==> config.mk <==
export PLATFORM = sky130hd
export DESIGN_NAME = pkt_sram_tx
export DESIGN_NICKNAME = d
export VERILOG_FILES = /design/src/rtl/pkt_sram_tx.sv
export SDC_FILE = /design/constraint.sdc
export NUM_CORES = 1
export LEC_CHECK = 0
export ABC_AREA = 1
export BUFFER_PORTS_ARGS = -buffer_cell sky130_fd_sc_hd__buf_2
export CORE_ASPECT_RATIO = 1.1
export CORE_MARGIN = 1
export CORE_UTILIZATION = 40
export CTS_BUF_LIST = sky130_fd_sc_hd__clkbuf_8
export CTS_CLUSTER_DIAMETER = 100
export DETAILED_ROUTE_END_ITERATION = 6
export SLEW_MARGIN = 25
export SYNTH_ARGS = -nofsm -noshare
export SYNTH_HDL_FRONTEND = slang
export SYNTH_SLANG_ARGS = --single-unit
==> constraint.sdc <==
create_clock -name clk -period 3.7 [get_ports clk]
set_clock_uncertainty 0.15 [all_clocks]
set_input_delay 0.74 -clock clk [delete_from_list [all_inputs] [get_ports clk]]
set_output_delay 0.74 -clock clk [all_outputs]
set_load 0.03 [all_outputs]
==> src/rtl/pkt_sram_tx.sv <==
// Streams a stored packet from the 72-bit packet SRAM onto the user datapath,
// using a 2-entry output buffer so the stream keeps going under backpressure.
//
// state  | meaning
// S_IDLE | waiting for start; first/last address latched on accept
// S_RUN  | issuing SRAM reads and emitting buffered words
// S_DONE | single cycle, done (and eop_err if the last ctrl was 0) pulsed
module pkt_sram_tx #(
  parameter int DATA_WIDTH = 64,
  parameter int CTRL_WIDTH = DATA_WIDTH / 8,
  parameter int ADDR_WIDTH = 8
) (
  input  logic                             clk,
  input  logic                             rst_n,
  input  logic                             start,
  input  logic [ADDR_WIDTH-1:0]            first_addr,
  input  logic [ADDR_WIDTH-1:0]            last_addr,
  output logic                             busy,
  output logic                             done,
  output logic                             eop_err,
  output logic [ADDR_WIDTH:0]              word_count,
  output logic                             sram_rd,
  output logic [ADDR_WIDTH-1:0]            sram_addr,
  input  logic [CTRL_WIDTH+DATA_WIDTH-1:0] sram_dout,
  output logic [DATA_WIDTH-1:0]            out_data,
  output logic [CTRL_WIDTH-1:0]            out_ctrl,
  output logic                             out_wr,
  input  logic                             out_rdy
);

  localparam int WW = CTRL_WIDTH + DATA_WIDTH;
  localparam logic [ADDR_WIDTH:0] CNT_ONE = {{ADDR_WIDTH{1'b0}}, 1'b1};

  typedef enum logic [1:0] {S_IDLE, S_RUN, S_DONE} state_t;

  state_t                state, state_nxt;
  logic [ADDR_WIDTH-1:0] rd_addr;
  logic [ADDR_WIDTH:0]   pkt_len;
  logic [ADDR_WIDTH:0]   rd_issued;
  logic [ADDR_WIDTH:0]   wc;
  logic                  rd_pending;
  logic [1:0]            buf_cnt;
  logic [WW-1:0]         buf_head;
  logic [WW-1:0]         buf_tail;
  logic                  eop_flag;
  logic                  accept;
  logic                  pop;
  logic                  push;
  logic                  last_pop;
  logic                  issue;
  logic [1:0]            occ;

  assign accept   = (state == S_IDLE) && start;
  assign push     = rd_pending;
  assign pop      = (buf_cnt != 2'd0) && out_rdy;
  assign last_pop = pop && ((wc + CNT_ONE) == pkt_len);

  // Occupancy counts words already buffered plus the one returning from SRAM,
  // so a read is only issued when its data is guaranteed a free slot.
  always_comb begin
    occ   = buf_cnt + {1'b0, rd_pending} - {1'b0, pop};
    issue = (state == S_RUN) && (rd_issued != pkt_len) && (occ < 2'd2);
  end

  always_comb begin
    state_nxt = state;
    unique case (state)
      S_IDLE:  if (start) state_nxt = S_RUN;
      S_RUN:   if (last_pop) state_nxt = S_DONE;
      S_DONE:  state_nxt = S_IDLE;
      default: state_nxt = S_IDLE;
    endcase
  end

  always_ff @(posedge clk) begin
    if (!rst_n) begin
      state      <= S_IDLE;
      rd_addr    <= '0;
      pkt_len    <= '0;
      rd_issued  <= '0;
      wc         <= '0;
      rd_pending <= 1'b0;
      buf_cnt    <= 2'd0;
      buf_head   <= '0;
      buf_tail   <= '0;
      eop_flag   <= 1'b0;
    end else begin
      state      <= state_nxt;
      rd_pending <= issue;
      if (accept) begin
        rd_addr   <= first_addr;
        pkt_len   <= {1'b0, last_addr - first_addr} + CNT_ONE;
        rd_issued <= '0;
        wc        <= '0;
        eop_flag  <= 1'b0;
      end
      if (issue) begin
        rd_addr   <= rd_addr + 1'b1;
        rd_issued <= rd_issued + CNT_ONE;
      end
      if (pop) wc <= wc + CNT_ONE;
      if (last_pop) eop_flag <= (buf_head[WW-1:DATA_WIDTH] == '0);
      unique case ({push, pop})
        2'b10: begin
          if (buf_cnt == 2'd0) buf_head <= sram_dout;
          else                 buf_tail <= sram_dout;
          buf_cnt <= buf_cnt + 2'd1;
        end
        2'b01: begin
          buf_head <= buf_tail;
          buf_cnt  <= buf_cnt - 2'd1;
        end
        2'b11: begin
          if (buf_cnt == 2'd1) begin
            buf_head <= sram_dout;
          end else begin
            buf_head <= buf_tail;
            buf_tail <= sram_dout;
          end
        end
        default: ;
      endcase
    end
  end

  assign busy       = (state != S_IDLE);
  assign done       = (state == S_DONE);
  assign eop_err    = done && eop_flag;
  assign word_count = wc;
  assign sram_rd    = issue;
  assign sram_addr  = rd_addr;
  assign out_wr     = pop;
  assign out_data   = buf_head[DATA_WIDTH-1:0];
  assign out_ctrl   = buf_head[WW-1:DATA_WIDTH];

endmodule

; Yosys cells after proc, flatten, opt, wreduce, memory -nomap -nowiden
; Index checks and enable logic that the tools add are counted.
[op_classes]
n_addsub = 9
order_cmp = 1
n_eq_ne = 13
mux = 17
reduce_logical = 20
[op_table]
columns = operator, n
row1 = two-way mux 72 bit, 4
row2 = case mux 72 bit (3 select lines), 1
row3 = case mux 72 bit (2 select lines), 1
row4 = two-way mux 9 bit, 3
row5 = "adder 9 x 1 -> 9 bit, second input constant", 2
row6 = two-way mux 8 bit, 2
row7 = nonzero test 2 bit, 7
row8 = "!= test 2 bit, second input constant", 5
row9 = "adder 8 x 1 -> 9 bit, second input constant", 1
row10 = equality test 9 bit, 1
row11 = != test 9 bit, 1
row12 = "adder 8 x 1 -> 8 bit, second input constant", 1
row13 = logical NOT 8 bit, 1
row14 = case mux 2 bit (2 select lines), 2
row15 = subtractor 8 bit, 1
row16 = "equality test 2 x 1 -> 1 bit, second input constant", 3
row17 = "equality test 2 bit, second input constant", 3
row18 = logical AND 1 bit, 6
row19 = logical NOT 2 bit, 2
row20 = two-way mux 2 bit, 2
row21 = AND reduction 2 bit, 2
row22 = AND reduction 3 bit, 1
row23 = nonzero test 3 bit, 1
row24 = adder 2 x 1 -> 2 bit, 1
row25 = other kinds (5), 6
[word_totals]
regBits = 185

; Logic depth before layout (Yosys ltp)
[logic_depth]
ltp_word = 6
ltp_mapped = 15
ltp_nobuf = 15

; Worst setup path after synthesis
; Ideal clock, no wire load.
[synth_timing]
kind = input to output
startpoint = in out_rdy
endpoint = out sram_rd
arrival_ns = 2.538
t_required_ns = 2.810
path_slack_ns = 0.272
stages = 10
n_path_buf = 2
cell_sequence = inv_1 nor2_1 clkbuf_1 ha_1 xnor2_1 xnor2_1 nor2_4 nand2_4 inv_2 buf_6
[synth_between]
elab_chain_len = 4
[synth_lines]
columns = item, line
row1 = "start, declared", 28  ; input logic out_rdy
row2 = logical AND 1 bit, 55  ; assign pop = (buf_cnt != 2'd0) && out_rdy;
row3 = named net out_wr, 27  ; output logic out_wr,
row4 = subtractor 2 x 1 -> 2 bit, 61  ; occ = buf_cnt + {1'b0, rd_pending} - {1'b0, pop};
row5 = < comparator 2 bit, 62  ; issue = (state == S_RUN) && (rd_issued != pkt_len) && (occ < 2'd2);
row6 = logical AND 1 bit, 62
row7 = "end, declared", 22  ; output logic sram_rd,
; The timed path passes the listed nets, and every way through them passes these cells.

; Final worst setup path
[layout_timing]
startpoint = reg buf_cnt[1]
endpoint = out sram_rd
[layout_between]
elab_chain_len = 5
[layout_lines]
columns = item, line
row1 = "start, declared", 42  ; logic [1:0] buf_cnt;
row2 = "start signal, assigned", 107  ; buf_cnt <= buf_cnt + 2'd1;
row3 = "start signal, assigned", 111  ; buf_cnt <= buf_cnt - 2'd1;
row4 = "parallel branches: the longest is 2 deep, another holds adder 2 x 1 -> 2 bit", n/a
row5 = subtractor 2 x 1 -> 2 bit (*), 61
row6 = < comparator 2 bit (*), 62
row7 = logical AND 1 bit (*), 62
; Every way passes the cells marked *.

==> flow_summary.json <==
{
  "startpoint_type": "register",
  "numCtsBuffers": 17,
  "drive_above_1_share_pct": 18.23,
  "numPortBuffers": 185,
  "pwr-share-seq_pct": 37.8,
  "worst_pin_slew_ps": 793.1,
  "hp-class": "reg2reg",
  "cts.path.max_buffers": 2,
  "drt-wirelength-per-cell_um": 12.93,
  "ir_drop_mv": 0.4079,
  "cp_data_required_time_ps": 2810,
  "setup_violations": 0,
  "gp_congestion": 0.8483,
  "fin_area_mm2": 0.01066,
  "io_pins": 186,
  "clock.fmax_mhz": 290.3,
  "htree_levels": 4,
  "drcViolationCount": 0,
  "p_int_mw": 4.174,
  "drt_wl_total_um": 22420,
  "syn_avg_cell_area_um2": 7.083,
  "place_area_mm2": 0.01021,
  "slew_violations": 0,
  "grt_use_total_pct": 19.44,
  "clk_pin_slew_ps": 100,
  "dpl_worst_slack_ps": 182.0,
  "root_buffer": "clkbuf_8",
  "min_period_ps": 3445,
  "viasPerCell": 4.862,
  "holdWs_ps": 307.5,
  "drt_pre_antenna_iters": 5,
  "synth_edf_count": 0,
  "pwr-share-comb_pct": 44.5,
  "fin_util_pct": 48.19,
  "vias": 8431,
  "ys_seq_elements": 185,
  "crit_arrival_ps": 2560,
  "maxSlewHeadroom_pct": 47.13,
  "die_w_um": 145.3,
  "yosysSeqAreaShare_pct": 40.98,
  "die-area_mm2": 0.02320,
  "crit_top_cell": "inv_1",
  "path_cells": "inv_1 > ha_1 > nor2_2 > inv_1 > ha_4 > nor2_1 > xnor2_1 > nor2_4 > nand2_4 > inv_6 > clkbuf_4",
  "layout-area-overhead-vs-synth_pct": 17.90,
  "start_util_pct": 40.88,
  "critical_path_buf_inv_count": 4,
  "synth_ff_type": "dfxtp_1",
  "grt_max_degree": 85,
  "clkPwrFrac_pct": 17.7,
  "crit_path_max_fanout": 12,
  "cp_slowest_cell": "dfxtp_1",
  "antenna_left": 0,
  "fp.dieH_um": 159.7,
  "outcome": "finished clean",
  "dp_hpwl_um": 15240,
  "fin_crit_sh_pct": 93.12,
  "grt_remaining_overflow": 0,
  "drt_iter0_drc": 401,
  "grt_pass1_wl_um": 36840,
  "clock_sinks": 185,
  "yosysWarnings": 0,
  "async_flop_share_pct": 0,
  "cts_tree": "yes",
  "grt_pass1_vias": 7671,
  "antenna_found_initial": 2,
  "syn-num-nets": 1385,
  "syn_area_mm2": 0.009037,
  "maxCapViolCount": 0,
  "core_area_mm2": 0.02211,
  "crit_path_max_incr_delay_ps": 350,
  "switchingPower_mw": 3.539,
  "syn_inst": 1276,
  "finalNetCount": 1533,
  "clk_latency_ps": 480,
  "yosys.cell_types.count": 37,
  "switching_share_pct": 45.88,
  "setup_ws_ps": 254.7,
  "path_class": "reg2out",
  "fin_setup_tns_ps": 0,
  "p_per_area_mw_per_mm2": 723.9,
  "end_kind": "output port",
  "p_leak_nw": 5.198,
  "cp_top_family": "simple AND/OR/NAND/NOR gates",
  "rsz0062_at_grt": "false",
  "hold_viol": 0,
  "row_count": 57
}
==> cell type report <==
| class | instances | area (um2) |
|---|---|---|
| diodes | 2 | 5.005 |
| multi-input cells | 729 | 3973 |
| inverters | 290 | 1094 |
| clock buffers | 17 | 234.0 |
| flip-flops and latches | 185 | 3704 |
| fillers | 2348 | 11450 |
| repair buffers | 201 | 1101 |
| well taps | 295 | 369.1 |
| clock inverters | 15 | 176.4 |
==> worst paths after layout <==
path | start | end | slack (ps) | depth (start not counted)
hold / removal | buf_tail[50]$_SDFFE_PN0P_ | buf_tail[50]$_SDFFE_PN0P_ | 310 | 2
setup / recovery | buf_cnt[1]$_SDFFE_PN0N_ | sram_rd | 250 | 11
hold reg to reg | buf_tail[50]$_SDFFE_PN0P_ | buf_tail[50]$_SDFFE_PN0P_ | 310 | 2
setup reg to reg | buf_cnt[1]$_SDFFE_PN0N_ | buf_head[68]$_SDFFE_PN0P_ | 880 | 10
==> tightest hold or removal path: cells and delay by family, from the launching register on <==
| family | cells | cell delay, ps |
|---|---|---|
| AOI/OAI and AO/OA | 1 | 50 |
| buffers and inverters | 1 | 60 |
| DFF | 1 | 310 |
==> per-layer routing <==
layer	wire length, um	share of wire [%]	track usage (%)
met5	0	0	0
met1	10050	45	23.21
met2	10940	49	34.31
met3	1152	5.1	4.857
met4	282	1.3	5.646
==> metrics by stage <==
| step | std cells | power [mW] |
|---|---|---|
| after floorplan | 1276 | 5.383 |
| after global placement | 1699 | 6.354 |
| after detailed placement | 1699 | 6.407 |
| after CTS | 1732 | 7.802 |
| after global routing | 1733 | 8.274 |
| final | 1734 | 7.713 |
==> cells in the final DEF, fill, tap and decap left out, types with 15 or more instances in the layout <==
cell,Yosys,routed
a21oi_1,98,98
nand3_1,65,65
o21ai_0,160,160
inv_1,286,287
buf_2,15,183
nor2_1,118,117
clkbuf_8,0,17
nand2_1,133,132
dfxtp_1,185,185
o221ai_1,72,72
ha_1,16,15
==> cell usage after synthesis (all sizes together) (2+ instances only) <==
cell type / count / area, um2
a21oi: 105 / 551.8
buf: 19 / 112.6
clkbuf: 53 / 198.9
dfxtp: 185 / 3704
ha: 16 / 200.2
inv: 290 / 1089
nand2: 140 / 548.0
nand3: 69 / 365.4
nand4: 7 / 43.79
nor2: 121 / 466.7
nor3: 3 / 15.01
nor4: 2 / 12.51
o211ai: 2 / 20.02
o21ai: 161 / 805.8
o221ai: 72 / 630.6
xnor2: 11 / 96.34
xor2: 11 / 96.34
==> cells by family after synthesis <==
group | Yosys count | share of synthesized area, %
compound gates | 343 | 22.47
buf+inv | 362 | 15.49
simple gates | 346 | 16.36
flops | 185 | 40.98
fa+ha+maj | 17 | 2.437
mux | 1 | 0.1246
xor+xnor | 22 | 2.132
==> repair_timing <==
action | 4_1_cts | 5_1_grt
endpoints found under the hold margin | 0 | 0
pin swaps | 1 | 0
gates resized for setup | 1 | 4
buffers inserted | 1 | 0
endpoints found under the setup margin | 1 | 1
hold buffers | 0 | 0
==> flip-flops by register name, summed over array words and instances, names as in the netlist <==
name        flops
state           2
buf_cnt         2
rd_issued       9
buf_head       72
push            1
pkt_len         9
word_count      9
eop_flag        1
sram_addr       8
buf_tail       72
==> power by group through the flow <==
stage | logic, mW | registers, mW | clock network, mW
2_1_floorplan | 1.73 | 3.65 | 0
3_3_place_gp | 3.39 | 2.96 | 0
3_5_place_dp | 3.44 | 2.97 | 0
4_1_cts | 3.46 | 2.92 | 1.42
5_1_grt | 3.79 | 2.98 | 1.50
6_report | 3.44 | 2.91 | 1.36
Power figures use the tool's default switching activity.
